--- config.mk ---
export PLATFORM = sky130hd
export DESIGN_NAME = round_robin_arbiter_32
export DESIGN_NICKNAME = d
export VERILOG_FILES = /design/src/rtl/arb_pkg.sv /design/src/rtl/lsb_first_encoder_32_5.sv /design/src/rtl/round_robin_arbiter_32.sv
export SDC_FILE = /design/constraint.sdc
export NUM_CORES = 1
export LEC_CHECK = 0
export BUFFER_PORTS_ARGS = -buffer_cell sky130_fd_sc_hd__buf_2
export CAP_MARGIN = 20
export CORE_ASPECT_RATIO = 0.5
export CORE_MARGIN = 2
export CORE_UTILIZATION = 50
export CTS_BUF_LIST = sky130_fd_sc_hd__clkbuf_8
export DETAILED_ROUTE_END_ITERATION = 8
export GPL_TIMING_DRIVEN = 0
export PLACE_DENSITY = 0.78
export SYNTH_ARGS = -nofsm -noshare
export SYNTH_HDL_FRONTEND = slang
export SYNTH_SLANG_ARGS = --single-unit
--- constraint.sdc ---
create_clock -name Clock_In -period 3.2 [get_ports Clock_In]
set_input_delay 0 -clock Clock_In [delete_from_list [all_inputs] [get_ports Clock_In]]
set_output_delay 0 -clock Clock_In [all_outputs]
set_load 0.1 [all_outputs]
--- src/rtl/arb_pkg.sv ---
// Shared constants, state encoding and mask helper for the 32-way round-robin arbiter.
package arb_pkg;

  localparam int unsigned NUM_REQ = 32;
  localparam int unsigned IDX_W   = 5;

  typedef enum logic {
    IDLE  = 1'b0,
    GRANT = 1'b1
  } arb_state_t;

  // Bits at or above ptr are set; these requesters are searched before wrapping.
  function automatic logic [NUM_REQ-1:0] rotate_mask(input logic [IDX_W-1:0] ptr);
    return {NUM_REQ{1'b1}} << ptr;
  endfunction

  function automatic logic [NUM_REQ-1:0] idx_to_onehot(input logic [IDX_W-1:0] idx);
    return {{(NUM_REQ-1){1'b0}}, 1'b1} << idx;
  endfunction

endpackage

--- src/rtl/lsb_first_encoder_32_5.sv ---
// Combinational priority encoder: index of the lowest set bit, plus an any-bit-set flag.
module lsb_first_encoder_32_5
  import arb_pkg::*;
(
  input  logic [NUM_REQ-1:0] Data_In,
  output logic [IDX_W-1:0]   Index_Out,
  output logic               Valid_Out
);

  // Scan from the top down so the lowest set bit is the last one written.
  always_comb begin
    Index_Out = '0;
    for (int unsigned i = NUM_REQ; i > 0; i--) begin
      if (Data_In[i-1]) begin
        Index_Out = IDX_W'(i - 1);
      end
    end
  end

  assign Valid_Out = |Data_In;

endmodule

--- src/rtl/round_robin_arbiter_32.sv ---
// Round-robin arbiter for 32 requesters with locked grants, release/drop/timeout ending,
// and back-to-back re-arbitration on the ending edge.
module round_robin_arbiter_32
  import arb_pkg::*;
#(
  parameter int unsigned MAX_HOLD = 16
) (
  input  logic               Clock_In,
  input  logic               Reset_n_In,
  input  logic               Enable_In,
  input  logic [NUM_REQ-1:0] Request_In,
  input  logic               Release_In,
  output logic [NUM_REQ-1:0] Grant_Out,
  output logic [IDX_W-1:0]   Grant_Index_Out,
  output logic               Grant_Valid_Out,
  output logic               Timeout_Out
);

  localparam int unsigned CNT_W = (MAX_HOLD < 2) ? 1 : $clog2(MAX_HOLD + 1);
  localparam logic [CNT_W-1:0] HOLD_LIMIT = CNT_W'(MAX_HOLD);

  arb_state_t         state, state_n;
  logic [NUM_REQ-1:0] grant, grant_n;
  logic [IDX_W-1:0]   owner, owner_n;
  logic               valid, valid_n;
  logic               timeout, timeout_n;
  logic [IDX_W-1:0]   ptr, ptr_n;
  logic [CNT_W-1:0]   cnt, cnt_n;

  logic [IDX_W-1:0]   owner_next;
  logic [IDX_W-1:0]   search_ptr;
  logic [NUM_REQ-1:0] search_req;
  logic [NUM_REQ-1:0] masked_req;
  logic [IDX_W-1:0]   masked_idx, raw_idx, winner;
  logic               masked_valid, raw_valid;

  logic               end_release, end_drop, end_limit, end_evt;

  assign owner_next = owner + IDX_W'(1);

  // While granting, the search must already see the post-release pointer and exclude
  // the outgoing owner so a hand-off lands on the same edge as the end event.
  always_comb begin
    if (state == GRANT) begin
      search_ptr = owner_next;
      search_req = Request_In & ~idx_to_onehot(owner);
    end else begin
      search_ptr = ptr;
      search_req = Request_In;
    end
  end

  assign masked_req = search_req & rotate_mask(search_ptr);

  lsb_first_encoder_32_5 u_enc_masked (
    .Data_In   (masked_req),
    .Index_Out (masked_idx),
    .Valid_Out (masked_valid)
  );

  lsb_first_encoder_32_5 u_enc_raw (
    .Data_In   (search_req),
    .Index_Out (raw_idx),
    .Valid_Out (raw_valid)
  );

  assign winner = masked_valid ? masked_idx : raw_idx;

  assign end_release = Release_In;
  assign end_drop    = ~Request_In[owner];
  assign end_limit   = (MAX_HOLD != 0) && (cnt == HOLD_LIMIT);
  assign end_evt     = end_release | end_drop | end_limit;

  always_comb begin
    state_n   = state;
    grant_n   = grant;
    owner_n   = owner;
    valid_n   = valid;
    timeout_n = 1'b0;
    ptr_n     = ptr;
    cnt_n     = cnt;

    unique case (state)
      IDLE: begin
        if (Enable_In && raw_valid) begin
          state_n = GRANT;
          grant_n = idx_to_onehot(winner);
          owner_n = winner;
          valid_n = 1'b1;
          cnt_n   = CNT_W'(1);
        end
      end

      GRANT: begin
        if (end_evt) begin
          ptr_n     = owner_next;
          timeout_n = end_limit & ~end_release & ~end_drop;
          if (Enable_In && raw_valid) begin
            grant_n = idx_to_onehot(winner);
            owner_n = winner;
            valid_n = 1'b1;
            cnt_n   = CNT_W'(1);
          end else begin
            state_n = IDLE;
            grant_n = '0;
            owner_n = '0;
            valid_n = 1'b0;
            cnt_n   = '0;
          end
        end else if ((MAX_HOLD != 0) && (cnt != HOLD_LIMIT)) begin
          cnt_n = cnt + CNT_W'(1);
        end
      end

      default: begin
        state_n = IDLE;
        grant_n = '0;
        owner_n = '0;
        valid_n = 1'b0;
        cnt_n   = '0;
      end
    endcase
  end

  always_ff @(posedge Clock_In or negedge Reset_n_In) begin
    if (!Reset_n_In) begin
      state   <= IDLE;
      grant   <= '0;
      owner   <= '0;
      valid   <= 1'b0;
      timeout <= 1'b0;
      ptr     <= '0;
      cnt     <= '0;
    end else begin
      state   <= state_n;
      grant   <= grant_n;
      owner   <= owner_n;
      valid   <= valid_n;
      timeout <= timeout_n;
      ptr     <= ptr_n;
      cnt     <= cnt_n;
    end
  end

  assign Grant_Out       = grant;
  assign Grant_Index_Out = owner;
  assign Grant_Valid_Out = valid;
  assign Timeout_Out     = timeout;

endmodule
== Word level (Yosys, flattened, before mapping) ==
Cells that the tools add are included.
Storage, ports and cells
  flip-flop bits (word level): 50
  word-level logic and storage cells: 124
Operators by class
  $add $sub $neg: 2
  order comparisons: 1
  equality and inequality tests: 5
  shifts and indexed selects: 3
  mux-type cells: 90
  bitwise gates (word level): 10
  reductions and logical operators: 6
Operators with widths (count)
  5-bit 2-to-1 mux: 72
  32-bit 2-to-1 mux: 4
  32-bit AND: 2
  32-bit one-hot mux with 2 select lines: 1
  32-bit OR reduction: 2
  1-bit by 5-bit left shift with 32-bit output (first input constant): 2
  32-bit NOT: 1
  32-bit by 5-bit left shift with 32-bit output (first input constant): 1
  5-bit one-hot mux with 2 select lines: 2
  5-bit by 1-bit adder with 5-bit output (second input constant): 2
  1-bit 2-to-1 mux: 8
  5-bit by 6-bit < comparator with 1-bit output (second input constant): 1
  2-bit AND reduction: 3
  1-bit binary-select mux with 5-bit select: 1
  5-bit equality test (second input constant): 1
  5-bit != test (second input constant): 1
  1-bit one-hot mux with 2 select lines: 2
  3-bit by 1-bit != test with 1-bit output (second input constant): 1
  1-bit NOT: 3
  1-bit AND: 2
  2-bit by 1-bit != test with 1-bit output (second input constant): 1
  2-bit != test (second input constant): 1
  1-bit OR: 2
  1-bit logical AND: 1

== Depth between registers and ports, before layout ==
Gate-level depths: netlist of run 1.
  word-level depth: 42
  gate-level depth with buffers: 15
  mapped depth without buffers: 11

== Hierarchy ==
A second synthesis of run 1 with hierarchy kept.
Second synthesis, totals
  cells, all modules: 479
  area, all modules: 4207.8 um^2
Modules (own cells, without submodules)
  round_robin_arbiter_32: instances 1, cells each 349, area an instance 3437.0 um^2, sequential area each 1251.2 um^2
  lsb_first_encoder_32_5: instances 2, cells each 65, area an instance 385.4 um^2, sequential area each 0.0 um^2

== Worst setup path before layout of run 1 ==
OpenSTA, ideal clock, no wires.
  path type: register to register
  start: register owner[1] (netlist: Grant_Index_Out[1])
  end: register grant[0] (netlist: Grant_Out[0])
  setup time: 104 ps
  arrival: 4070 ps
  required time: 3096 ps
  path slack: -974 ps
  cell stages (with the launch flop): 16
  path buffers: 4
  period minus slack after synthesis: 4174 ps
  path through: dfrtp_1 > buf_2 > inv_1 > ha_1 > nand2_1 > o22a_1 > buf_6 > a211oi_4 > and2_1 > o221ai_2 > a311o_1 > a31o_1 > a22o_1 > buf_6 > buf_6 > o41ai_2
On the way
  elaborated cells between the ends (all ways): 89
  those cells by class: add/sub (1); eq/ne (2); shift (3); mux (73); bitwise (6); reduce/logical (4)
RTL lines
  start, declared: RTL line round_robin_arbiter_32.sv:24  | logic [IDX_W-1:0] owner, owner_n;
  start signal, assigned: RTL line round_robin_arbiter_32.sv:137  | owner <= owner_n;
  5-bit by 1-bit adder with 5-bit output *: RTL line round_robin_arbiter_32.sv:39  | assign owner_next = owner + IDX_W'(1);
  via owner_next[1]: RTL line round_robin_arbiter_32.sv:30  | logic [IDX_W-1:0] owner_next;
  5-bit 2-to-1 mux *: RTL line round_robin_arbiter_32.sv:44  | if (state == GRANT) begin
  32-bit by 5-bit left shift with 32-bit output *: RTL line arb_pkg.sv:14  | return {NUM_REQ{1'b1}} << ptr;
  32-bit AND *: RTL line round_robin_arbiter_32.sv:53  | assign masked_req = search_req & rotate_mask(search_ptr);
  5-bit 2-to-1 mux (32 in a row): RTL line lsb_first_encoder_32_5.sv:14  | if (Data_In[i-1]) begin
  5-bit 2-to-1 mux *: RTL line round_robin_arbiter_32.sv:67  | assign winner = masked_valid ? masked_idx : raw_idx;
  1-bit by 5-bit left shift with 32-bit output *: RTL line arb_pkg.sv:18  | return {{(NUM_REQ-1){1'b0}}, 1'b1} << idx;
  32-bit 2-to-1 mux: RTL line round_robin_arbiter_32.sv:98  | if (Enable_In && raw_valid) begin
  32-bit 2-to-1 mux: RTL line round_robin_arbiter_32.sv:95  | if (end_evt) begin
  32-bit one-hot mux with 2 select lines *: RTL line round_robin_arbiter_32.sv:83  | unique case (state)
  end signal, assigned: RTL line round_robin_arbiter_32.sv:136  | grant <= grant_n;
  end, declared: RTL line round_robin_arbiter_32.sv:23  | logic [NUM_REQ-1:0] grant, grant_n;
The timed path passes the listed nets; every way through them passes the cells marked *. The select of a mux whose other input is x is not followed.
A chain may end at the register's enable or synchronous reset.

== Worst setup path in the final report of run 1 ==
  start: register owner[1] (netlist: Grant_Index_Out[1])
  end: register grant[12] (netlist: Grant_Out[12])
Same word-level chain as after synthesis.

==> impl_metrics.py, run 1 <==
metrics = {
    "status": {
        "status": "complete, but fails checks",
        "violations": "negative setup slack",
    },
    "placement": {
        "portBuffers": 74,
        "globalplace.congestion": 1.012,
        "dp_hpwl_mm": 11.34,
    },
    "logic_synthesis": {
        "ys_top_cells_by_count": "nand2_1 (75), dfrtp_1 (50), o21ai_0 (33)",
        "synthArstFlopShare_pct": 100.0,
        "syn_area_um2": 4732,
        "seq_area_frac_synth_pct": 26.44,
        "synth_edf_count": 0,
        "syn-num-nets": 564,
        "yosys.cell_count.top_type": "nand2_1",
        "synth_top_family_by_area": "compound AO/OA/AOI/OAI gates",
        "synthAdderAreaFrac_pct": 1.851,
        "synth_flop_cell": "dfrtp_1",
        "syn_inst": 521,
        "yosys-mux-area-fraction_pct": 6.002,
        "yosys.area_share.simple_pct": 21.02,
        "synth.area.top_cells": "dfrtp_1 (26%), o41ai_2 (7.2%), nand2_1 (5.9%), mux4_2 (4.8%), o21ai_0 (3.5%)",
        "ys_ff_latch": 50,
        "ys_types": 91,
        "yosys.area.top_type": "dfrtp_1",
        "synth_compound_area_share_pct": 37.44,
        "syn_avg_cell_area_um2": 9.083,
        "synth_xor_area_share_pct": 1.507,
        "yosys_warnings": 0,
        "synth_top_area_share_pct": 26.44,
    },
    "power": {
        "p_per_area_nw_per_um2": 916.8,
        "ir_drop_mv": 0.7081,
        "report.power.total_mw": 6.970,
        "leakage_nw": 3.451,
    },
    "setup_path": {
        "cpPeakStageDelay_ns": 0.50,
        "path_cells": "buf_12 > inv_6 > ha_4 > nand2_2 > o22a_1 > buf_6 > a211oi_4 > and2_4 > o221ai_4 > buf_12 > buf_8 > nor4_4 > a21o_1 > nand3_4 > buf_6 > o41ai_2",
        "r2r_setup_slack_ns": -0.62,
        "worst-path-buf-inv": 6,
        "cp_slowest_cell": "dfrtp_4",
        "startpoint_type": "flop",
        "crit_required_ns": 3.38,
        "crit_family": "compound AO/OA/AOI/OAI gates",
        "path_class": "reg -> reg",
        "crit_path_max_fanout": 7,
        "crit_path_end_kind": "flop",
        "arrival_ns": 3.99,
    },
    "timing": {
        "period_share_pct": 119.3,
        "finalMaxSlewViolations": 0,
        "period_needed_ns": 3.817,
        "fin_ws_ns": -0.6169,
        "worst_pin_slew_ns": 0.7923,
        "fmax_ghz": 0.2620,
        "final_hold_viol_count": 0,
        "fin_skew_ns": 0.01513,
        "slew_headroom_pct": 46.49,
        "rsz0062_at_grt": "yes",
        "finalSetupViolCount": 37,
    },
    "floorplan": {
        "ioPinCount": 75,
        "row_count": 25,
        "core-area_um2": 9321,
        "die_w_um": 141.6,
        "start_util_pct": 50.77,
        "die-area_um2": 10310,
        "die_h_um": 72.79,
    },
    "detailed_routing": {
        "drtAntennaViolNets": 0,
        "dr.first_iter.drc_count": 1080,
        "avgRoutedWirePerCell_um": 25.86,
        "drt_wl_total_mm": 21.62,
        "drc_errors": 0,
        "via_count": 6011,
        "viasPerCell": 7.190,
        "drtPass1Iterations": 6,
    },
    "global_route": {
        "grt_antenna_before_repair": 0,
        "grt_usage_pct": 34.83,
        "grt_max_degree": 51,
        "grt_first_pass_wirelength_mm": 27.92,
        "grt_pass1_vias": 5138,
        "grt_overflow_total": 0,
    },
    "job": {
        "cap_viol_max_count": 0,
    },
    "finish": {
        "final_core_util_pct": 81.56,
        "area_delta_synth_final_pct": 60.66,
        "nets": 757,
        "final_layout_size_suffix_gt1_share_pct": 55.38,
        "n_antenna_cell": 0,
    },
    "clock_tree": {
        "cts_buffers": 5,
        "insertion_delay_ns": 0.31,
        "ctsLongestPathBuffers": 2,
        "clock-sinks": 50,
        "cts_tree": "yes",
        "cts_htree_levels": 2,
        "clkTransAtPathRegs_ns": 0.10,
        "clockRootBuffer": "clkbuf_8",
    },
    "worst_hold_path": {
        "holdCritPathClass": "in -> async",
    },
}
sequential cells by signal, summed over array words and instances (netlist names):
register,count
Timeout_Out,1
Grant_Valid_Out,1
cnt,5
Grant_Out,32
state,1
Grant_Index_Out,5
ptr,5
final timing paths:
check	startpoint	to	cells past startpoint
setup / recovery	Grant_Index_Out[1]$_DFFE_PN0P_	Grant_Out[12]$_DFFE_PN0P_	16
hold / removal	Reset_n_In	Timeout_Out$_DFF_PN0_	2
setup reg to reg	Grant_Index_Out[1]$_DFFE_PN0P_	Grant_Out[12]$_DFFE_PN0P_	16
hold reg to reg	Grant_Out[18]$_DFFE_PN0P_	Grant_Out[18]$_DFFE_PN0P_	2
max in group asynchronous	Reset_n_In	Grant_Out[25]$_DFFE_PN0P_	3
min in group Clock_In	Enable_In	cnt[0]$_DFFE_PN0P_	4
what timing repair did:
item,CTS,global route
endpoints found under the setup margin,44,39
hold buffers,2,0
pin swaps,66,50
resized for setup,138,71
endpoints found under the hold margin,51,0
setup buffers,79,30
gates cloned,7,1
metal layers:
layer | up-vias | routed length [um] | global-route usage (%)
met1 | 2826 | 7879 | 46.00
met3 | 180 | 2586 | 8.727
met5 | - | 0 | 0
li1 | 2433 | - | -
met4 | 0 | 1351 | 12.11
met2 | 572 | 9799 | 56.69
per-stage QoR:
stage	TNS, ns	std cells	instance area [um2]	setup WS (ns)	hold slack, ns
3_5_place_dp	-33.00	716	5443	-1.017	0.1818
4_1_cts	-9.501	809	6967	-0.3112	0.2185
5_1_grt	-20.24	836	7602	-0.6971	0.2742
3_3_place_gp	-33.49	716	5443	-1.020	0.1760
2_1_floorplan	-6.483	521	4921	-0.2468	-0.2956
6_report	-17.43	836	7602	-0.6169	0.2246
cell type report:
class	instances	area, um2
fillers	470	1719
multi-input cells	426	4178
plain buffers	32	351.6
inverters	8	40.04
repair buffers	191	1511
flip-flops and latches	50	1265
well taps	121	151.4
clock buffers	7	96.34
clock inverters	1	8.758
cells in the final DEF, fill, tap and decap left out, drive strengths merged, types with 3 or more instances in the layout:
master / synthesis / routed
a21oi: 21 / 21
o21a: 8 / 8
a31oi: 8 / 8
nand2b: 14 / 14
nand4: 15 / 15
xnor2: 4 / 4
dfrtp: 50 / 50
a22oi: 5 / 5
a211oi: 6 / 6
inv: 8 / 8
clkbuf: 7 / 12
or3: 3 / 3
a31o: 3 / 3
nor2: 21 / 21
a2111oi: 3 / 3
nor3: 8 / 8
o41ai: 34 / 34
a22o: 12 / 12
nand3: 14 / 14
o221ai: 3 / 3
o21ai: 50 / 50
nor2b: 6 / 6
or2: 5 / 5
a21o: 7 / 7
nand2: 77 / 77
buf: 30 / 216
a21boi: 6 / 6
ha: 7 / 7
o22ai: 5 / 5
mux4: 10 / 10
nand3b: 7 / 7
nor4: 6 / 6
o211ai: 9 / 9
a211o: 4 / 4
and2: 6 / 6
a311o: 3 / 3
a311oi: 4 / 4
worst register-to-register path: cells and delay by family, from the launching register on:
family | cells | cell delay [ns]
and+or+nand+nor | 4 | 0.87
DFF | 1 | 0.50
adders and majority gates | 1 | 0.27
AOI/OAI and AO/OA | 5 | 1.25
buffers and inverters | 6 | 0.79
where the power goes:
group	internal [mW]	total [mW]	switching [mW]	leakage, nW
Combinational	2.35	5.65	3.30	2.73
Clock	0.199	0.421	0.223	0.0544
Sequential	0.741	0.894	0.153	0.670
kinds of logic (layout without fill, tap and decap cells):
family | count (synthesis) | in the layout
adder cells (fa/ha/maj) | 7 | 7
AO/OA/AOI/OAI | 210 | 210
multiplexers | 14 | 14
flip-flops | 50 | 50
AND/OR/NAND/NOR | 189 | 189
XOR/XNOR | 6 | 6
buffers and inverters | 45 | 239
(Power assumes the default switching activity.)
==> inputs of run 2 (changes only) <==
--- a/config.mk
+++ b/config.mk
@@ -9,11 +9,12 @@
 export CAP_MARGIN = 20
 export CORE_ASPECT_RATIO = 0.5
 export CORE_MARGIN = 2
-export CORE_UTILIZATION = 50
+export CORE_UTILIZATION = 59
 export CTS_BUF_LIST = sky130_fd_sc_hd__clkbuf_8
 export DETAILED_ROUTE_END_ITERATION = 8
 export GPL_TIMING_DRIVEN = 0
-export PLACE_DENSITY = 0.78
+export PLACE_DENSITY = 0.87
 export SYNTH_ARGS = -nofsm -noshare
 export SYNTH_HDL_FRONTEND = slang
+export SYNTH_HIERARCHICAL = 1
 export SYNTH_SLANG_ARGS = --single-unit
==> constraint.sdc (replaced) <==
create_clock -name Clock_In -period 4 [get_ports Clock_In]
set_input_delay 0 -clock Clock_In [delete_from_list [all_inputs] [get_ports Clock_In]]
set_output_delay 0 -clock Clock_In [all_outputs]
set_load 0.1 [all_outputs]
==> run 2 against run 1 <==
The flow now finishes without violations. Worst hold slack got worse by 0.012 ns. Critical path type unchanged. Synthesized area down 11%. Largest cell class unchanged. Die area shrank 24%. Final cell count is 20% lower. Sequential share of layout area is 6.7 points higher.
==> impl_metrics.py, run 2 <==
metrics = {
    "setup_path": {
        "worst-path-buf-inv": 2,
        "rr_worst_depth": 15,
        "path_cells": "ha_2 > ha_1 > nand2b_4 > nand2_8 > buf_4 > o21ai_0 > and2_4 > or4_4 > nor3_4 > nand4_1 > buf_8 > mux2_4 > nand2_2 > nor2_4 > a32o_1",
        "r2r_start": "Grant_Index_Out[0]$_DFFE_PN0P_",
        "cpPeakStageDelay_ns": 0.57,
        "startpoint_type": "flop",
        "r2r_setup_slack_ns": 0.05,
        "path_class": "reg -> reg",
        "crit_path_max_fanout": 8,
        "crit_required_ns": 4.19,
        "crit_path_end_kind": "flop",
        "timing.rr.end": "Grant_Out[10]$_DFFE_PN0P_",
        "crit_family": "simple AND/OR/NAND/NOR gates",
        "arrival_ns": 4.14,
        "cp_slowest_cell": "or4_4",
    },
    "floorplan": {
        "row_count": 21,
        "die-area_um2": 7864,
        "ioPinCount": 75,
        "die_w_um": 123.4,
        "die_h_um": 63.72,
        "start_util_pct": 62.07,
        "core-area_um2": 6779,
    },
    "logic_synthesis": {
        "synth_edf_count": 0,
        "ys_ff_latch": 50,
        "ys_types": 63,
        "synth.area.top_cells": "dfrtp_1 (30%), a32o_1 (7.9%), o21a_1 (5.9%), nand2_1 (4.3%), nor2_1 (3.3%)",
        "yosys.area.top_type": "dfrtp_1",
        "synth_top_area_share_pct": 29.74,
        "ys_top_cells_by_count": "dfrtp_1 (50), nand2_1 (48), nor2_1 (37)",
        "syn_area_um2": 4208,
        "yosys_warnings": 6,
        "syn-num-nets": 523,
        "syn_inst": 479,
        "synthArstFlopShare_pct": 100.0,
        "yosys.cell_count.top_type": "dfrtp_1",
        "syn_avg_cell_area_um2": 8.785,
        "synth_flop_cell": "dfrtp_1",
        "seq_area_frac_synth_pct": 29.74,
    },
    "finish": {
        "final_cell_mix": "buf_2 (79), nand2_1 (45), dfrtp_1 (44), o21a_1 (32), a32o_1 (32)",
        "largest_register_ffs": 32,
        "final_common_cell": "buf_2",
        "final_layout_size_suffix_gt1_share_pct": 37.37,
        "multi_input_area_um2": 3141,
        "area_delta_synth_final_pct": 29.08,
        "nets": 622,
        "n_antenna_cell": 0,
        "regArea_um2": 1269,
        "num-fill-cells": 448,
        "final_core_util_pct": 80.12,
    },
    "timing": {
        "final_hold_viol_count": 0,
        "finalHoldWorstSlack_ns": 0.2131,
        "worst_pin_slew_ns": 0.7299,
        "slew_headroom_pct": 50.68,
        "finalSetupViolCount": 0,
        "fmax_ghz": 0.2532,
        "period_share_pct": 98.72,
        "rsz0062_at_grt": "yes",
        "finalMaxSlewViolations": 0,
        "fin_skew_ns": 0.01109,
        "period_needed_ns": 3.949,
    },
    "global_route": {
        "grt_max_degree": 51,
        "grt_usage_pct": 35.89,
        "grt_overflow_total": 0,
        "grt_pass1_vias": 4209,
        "grt_antenna_before_repair": 0,
        "grt_first_pass_wirelength_mm": 21.76,
    },
    "status": {
        "status": "complete, no violations",
    },
    "detailed_routing": {
        "dr.first_iter.drc_count": 495,
        "viasPerCell": 7.019,
        "drtAntennaViolNets": 0,
        "drtPass1Iterations": 7,
        "drc_errors": 0,
        "drt_wl_total_mm": 14.36,
        "avgRoutedWirePerCell_um": 21.43,
        "via_count": 4703,
    },
    "worst_hold_path": {
        "holdCritPathClass": "in -> reg",
        "min_from": "Release_In",
        "holdPathEnd": "state$_DFF_PN0_",
        "hold_depth": 4,
    },
    "clock_tree": {
        "cts_tree": "yes",
        "cts_buffers": 5,
        "insertion_delay_ns": 0.31,
        "clkTransAtPathRegs_ns": 0.09,
        "cts_htree_levels": 2,
        "clock-sinks": 50,
        "ctsLongestPathBuffers": 2,
        "clockRootBuffer": "clkbuf_8",
    },
    "placement": {
        "portBuffers": 74,
        "dp_hpwl_mm": 9.970,
        "globalplace.congestion": 0.9670,
    },
    "power": {
        "ir_drop_mv": 0.5768,
        "p_per_area_nw_per_um2": 743.0,
        "leakage_nw": 2.322,
    },
    "job": {
        "cap_viol_max_count": 0,
    },
}
-- run 2: cell types whose count changed after synthesis, moves of 13 or more --
cell     delta
o21ai_0    -20
nand2_1    -27
o21a_1     +25
a32o_1     +33
inv_1      +17
o41ai_2    -21
o41ai_1    -13
nor2_1     +17
-- run 2: worst register-to-register path: stages, from the launching register on --
cell      delay (ns)
dfrtp_4         0.53
ha_2            0.22
ha_1            0.28
nand2b_4        0.19
nand2_8         0.12
buf_4           0.13
o21ai_0         0.07
and2_4          0.19
or4_4           0.57
nor3_4          0.27
nand4_1         0.17
buf_8           0.20
mux2_4          0.35
nand2_2         0.14
nor2_4          0.09
a32o_1          0.30
-- run 2: how the worst max path moves through the flow --
| stage | startpoint | to | slack, ns | cells past startpoint |
|---|---|---|---|---|
| global placement | state$_DFF_PN0_ | Grant_Out[4]$_DFFE_PN0P_ | -0.80 | 15 |
| CTS | state$_DFF_PN0_ | Grant_Out[7]$_DFFE_PN0P_ | 0.02 | 14 |
| finish | Grant_Index_Out[0]$_DFFE_PN0P_ | Grant_Out[10]$_DFFE_PN0P_ | 0.05 | 15 |
| global route | Grant_Index_Out[1]$_DFFE_PN0P_ | Grant_Out[15]$_DFFE_PN0P_ | -0.02 | 16 |
| floorplan | Grant_Index_Out[2]$_DFFE_PN0P_ | Grant_Out[14]$_DFFE_PN0P_ | 0.01 | 17 |
| detailed placement | state$_DFF_PN0_ | Grant_Out[8]$_DFFE_PN0P_ | -0.78 | 15 |
-- run 2: where the power goes --
| part | internal (mW) | total [mW] | switching, mW |
|---|---|---|---|
| clock | 0.135 | 0.298 | 0.163 |
| sequential | 0.605 | 0.715 | 0.111 |
| combinational | 1.08 | 3.02 | 1.94 |
| total | 1.82 | 4.04 | 2.21 |
-- run 2: area by class of cell --
| type | count | share of cell area (%) |
|---|---|---|
| tap | 92 | 2.119 |
| multi-input combinational | 381 | 57.82 |
| inverter | 27 | 2.027 |
| sequential | 50 | 23.36 |
| clock buffer | 6 | 1.520 |
| clock inverter | 1 | 0.06911 |
| timing repair buffer | 98 | 10.87 |
| buffer | 15 | 2.211 |
-- run 2: stage by stage --
| step | instance area (um2) | cells | TNS [ns] | setup WS (ns) | power, mW |
|---|---|---|---|---|---|
| 2_1_floorplan | 4234 | 479 | 0 | 0.01339 | 2.365 |
| 3_3_place_gp | 4720 | 645 | -25.28 | -0.8041 | 2.857 |
| 3_5_place_dp | 4720 | 645 | -24.20 | -0.7846 | 2.878 |
| 4_1_cts | 5136 | 658 | 0 | 0.01844 | 3.591 |
| 5_1_grt | 5431 | 670 | -0.08423 | -0.01776 | 4.191 |
| 6_report | 5431 | 670 | 0 | 0.05112 | 4.035 |
-- run 2: logic make-up after synthesis --
logic type,count (synthesis),share of synthesized area (%)
buffers and inverters,48,5.352
DFF,50,29.74
AOI/OAI and AO/OA,158,30.18
muxes,28,8.683
xor gates and xnor gates,5,1.041
and+or+nand+nor,182,22.63
adders and majority gates,8,2.379
-- run 2: routing by layer --
metal  up-vias  track usage [%]  share of wire, %
li1       2057                -                 -
met1      2263            54.01                42
met2       348            52.75                44
met3        35            6.522                12
met4         0            9.801               1.8
met5         -                0                 0
-- run 2: what timing repair did --
action,CTS,global route
gates resized for setup,59,53
buffers inserted,9,13
endpoints found under the hold margin,50,0
setup endpoints to repair,37,37
pin swaps,6,22
hold buffers,1,0
==> inputs of run 3 (changes only) <==
--- a/config.mk
+++ b/config.mk
@@ -5,6 +5,7 @@
 export SDC_FILE = /design/constraint.sdc
 export NUM_CORES = 1
 export LEC_CHECK = 0
+export ABC_AREA = 1
 export BUFFER_PORTS_ARGS = -buffer_cell sky130_fd_sc_hd__buf_2
 export CAP_MARGIN = 20
 export CORE_ASPECT_RATIO = 0.5
@@ -13,7 +14,7 @@
 export CTS_BUF_LIST = sky130_fd_sc_hd__clkbuf_8
 export DETAILED_ROUTE_END_ITERATION = 8
 export GPL_TIMING_DRIVEN = 0
-export PLACE_DENSITY = 0.87
+export PLACE_DENSITY = 0.86
 export SYNTH_ARGS = -nofsm -noshare
 export SYNTH_HDL_FRONTEND = slang
 export SYNTH_HIERARCHICAL = 1
==> run 3 against run 2 <==
Largest cell class unchanged. Clock power increased by 8.7%. The flow now finishes with violations (negative setup slack). Flip-flop and latch count is the same. Non-clock buffer count grew 29.
==> impl_metrics.py, run 3 <==
metrics = {
    "timing": {
        "final_hold_viol_count": 0,
        "worst_pin_slew_ns": 0.7338,
        "finalMaxSlewViolations": 0,
        "fin_skew_ns": 0.02142,
        "fin_ws_ns": -0.3509,
        "slew_headroom_pct": 51.08,
        "period_needed_ns": 4.351,
        "finalSetupViolCount": 32,
        "rsz0062_at_grt": "yes",
        "period_share_pct": 108.8,
        "fmax_ghz": 0.2298,
    },
    "floorplan": {
        "die_h_um": 66.43,
        "die-area_um2": 8559,
        "core-area_um2": 7432,
        "start_util_pct": 61.87,
        "row_count": 22,
        "ioPinCount": 75,
        "die_w_um": 128.8,
    },
    "logic_synthesis": {
        "syn_inst": 774,
        "ys_types": 36,
        "seq_area_frac_synth_pct": 27.21,
        "ys_top_cells_by_count": "nand2_1 (222), inv_1 (122), nand3_1 (97)",
        "synth.area.top_cells": "dfrtp_1 (27%), nand2_1 (18%), nand3_1 (11%), inv_1 (10%), nor2_1 (7.4%)",
        "syn_avg_cell_area_um2": 5.941,
        "synth_flop_cell": "dfrtp_1",
        "synth_top_area_share_pct": 27.21,
        "syn-num-nets": 818,
        "ys_ff_latch": 50,
        "yosys.cell_count.top_type": "nand2_1",
        "syn_area_um2": 4598,
        "synthArstFlopShare_pct": 100.0,
        "synth_edf_count": 0,
        "yosys_warnings": 6,
        "yosys.area.top_type": "dfrtp_1",
    },
    "placement": {
        "place_ws_ns": -0.6137,
        "portBuffers": 74,
        "dp.cells": 944,
        "dp_hpwl_mm": 10.69,
        "globalplace.congestion": 1.016,
    },
    "finish": {
        "n_antenna_cell": 0,
        "final_layout_size_suffix_gt1_share_pct": 28.03,
        "largest_register_ffs": 32,
        "final_cell_count_no_fill": 988,
        "final_common_cell": "nand2_1",
        "final_core_util_pct": 80.61,
        "nets": 935,
        "final_cell_mix": "nand2_1 (207), inv_1 (119), nand3_1 (90), buf_2 (85), nor2_1 (72)",
        "area_delta_synth_final_pct": 30.29,
    },
    "detailed_routing": {
        "avgRoutedWirePerCell_um": 17.54,
        "drc_errors": 0,
        "dr.first_iter.drc_count": 934,
        "drtPass1Iterations": 7,
        "drt_wl_total_mm": 17.33,
        "drtAntennaViolNets": 0,
        "viasPerCell": 5.952,
        "via_count": 5881,
    },
    "setup_path": {
        "startpoint_type": "flop",
        "crit_path_end_kind": "flop",
        "rr_worst_depth": 23,
        "crit_path_max_fanout": 10,
        "r2r_start": "Grant_Index_Out[0]$_DFFE_PN0P_",
        "path_class": "reg -> reg",
        "arrival_ns": 4.59,
        "cp_slowest_cell": "dfrtp_4",
        "crit_required_ns": 4.24,
        "cpPeakStageDelay_ns": 0.53,
        "timing.rr.end": "Grant_Out[12]$_DFFE_PN0P_",
        "path_cells": "buf_8 > buf_8 > buf_4 > nand2_1 > o21ai_1 > inv_1 > nand2_2 > nor2_4 > a21boi_2 > buf_4 > nor2_1 > inv_1 > nor3_1 > nand2_1 > nor3_2 > nand3_1 > buf_2 > o21ai_1 > inv_1 > clkbuf_2 > nor3_2 > nand3_1 > nand2_1",
        "r2r_setup_slack_ns": -0.35,
    },
    "power": {
        "leakage_nw": 3.377,
        "ir_drop_mv": 0.6181,
        "p_per_area_nw_per_um2": 702.5,
        "report.power.total_mw": 4.208,
    },
    "global_route": {
        "grt_antenna_before_repair": 0,
        "grt_pass1_vias": 5103,
        "grt_first_pass_wirelength_mm": 23.50,
        "grt_max_degree": 51,
        "grt_overflow_total": 0,
        "grt_usage_pct": 35.19,
    },
    "worst_hold_path": {
        "holdCritPathClass": "in -> async",
    },
    "clock_tree": {
        "cts_tree": "yes",
        "cts_htree_levels": 2,
        "ctsLongestPathBuffers": 2,
        "insertion_delay_ns": 0.33,
        "clkTransAtPathRegs_ns": 0.11,
        "clockRootBuffer": "clkbuf_8",
        "cts_buffers": 5,
        "clock-sinks": 50,
    },
    "job": {
        "cap_viol_max_count": 0,
    },
    "status": {
        "violations": "negative setup slack",
        "status": "complete, but fails checks",
    },
}
==> run 3: worst max-delay path by stage <==
stage | startpoint | end | slack, ns | cells past startpoint
after global routing | state$_DFF_PN0_ | Grant_Out[12]$_DFFE_PN0P_ | -0.65 | 47
final | Grant_Index_Out[0]$_DFFE_PN0P_ | Grant_Out[12]$_DFFE_PN0P_ | -0.35 | 23
after CTS | Grant_Index_Out[0]$_DFFE_PN0P_ | Grant_Out[4]$_DFFE_PN0P_ | -0.1 | 49
after detailed placement | Grant_Index_Out[3]$_DFFE_PN0P_ | Grant_Out[7]$_DFFE_PN0P_ | -0.61 | 20
after floorplan | Grant_Index_Out[3]$_DFFE_PN0P_ | Grant_Out[0]$_DFFE_PN0P_ | 0.002 | 48
after global placement | Grant_Index_Out[3]$_DFFE_PN0P_ | Grant_Out[7]$_DFFE_PN0P_ | -0.53 | 20
==> run 3: kinds of logic (layout without fill, tap and decap cells) <==
| family | after synthesis | count (layout) | synth area share [%] |
|---|---|---|---|
| xor gates and xnor gates | 5 | 5 | 0.9523 |
| AOI/OAI and AO/OA | 96 | 96 | 12.52 |
| buffers and inverters | 169 | 287 | 16.49 |
| DFF | 50 | 50 | 27.21 |
| adders and majority gates | 8 | 8 | 2.177 |
| and+or+nand+nor | 446 | 446 | 40.65 |
==> run 3: critical path, delay by kind of cell (launching register included) <==
family | cells | cell delay, ns
simple gates | 11 | 1.64
buf+inv | 9 | 1.58
flops | 1 | 0.53
compound gates | 3 | 0.53
==> run 3: stage by stage <==
stage	instance area (um2)	TNS, ns	hold WS [ns]
global placement	5127	-14.64	0.2401
CTS	5632	-0.5608	0.1245
detailed placement	5127	-16.74	0.2561
finish	5991	-5.432	0.07302
global route	5991	-18.08	0.09099
floorplan	4637	0	-0.2956
==> run 3: report_power, final <==
part	switching, mW	internal, mW
Combinational	2.19	0.985
Sequential	0.109	0.598
Clock	0.186	0.138
==> run 3: timing repair <==
item	CTS	global route
setup buffers	21	13
pin swaps	14	34
gates resized for setup	72	75
hold buffers	2	0
hold endpoints to repair	51	0
cloned	1	0
endpoints found under the setup margin	36	37
==> run 3: layout make-up <==
| cell class | count | area [um2] |
|---|---|---|
| multi-input combinational | 555 | 3047 |
| sequential | 50 | 1266 |
| clock buffer | 6 | 82.58 |
| fill | 546 | 1441 |
| buffer | 30 | 205.2 |
| inverter | 137 | 584.3 |
| tap | 96 | 120.1 |
| clock inverter | 2 | 8.758 |
| timing repair buffer | 112 | 676.9 |
==> run 3: per-layer routing <==
metal	track usage [%]	share of wire [%]
met5	0	0
met4	9.783	3.8
met3	6.230	13
met2	60.32	44
met1	46.26	39
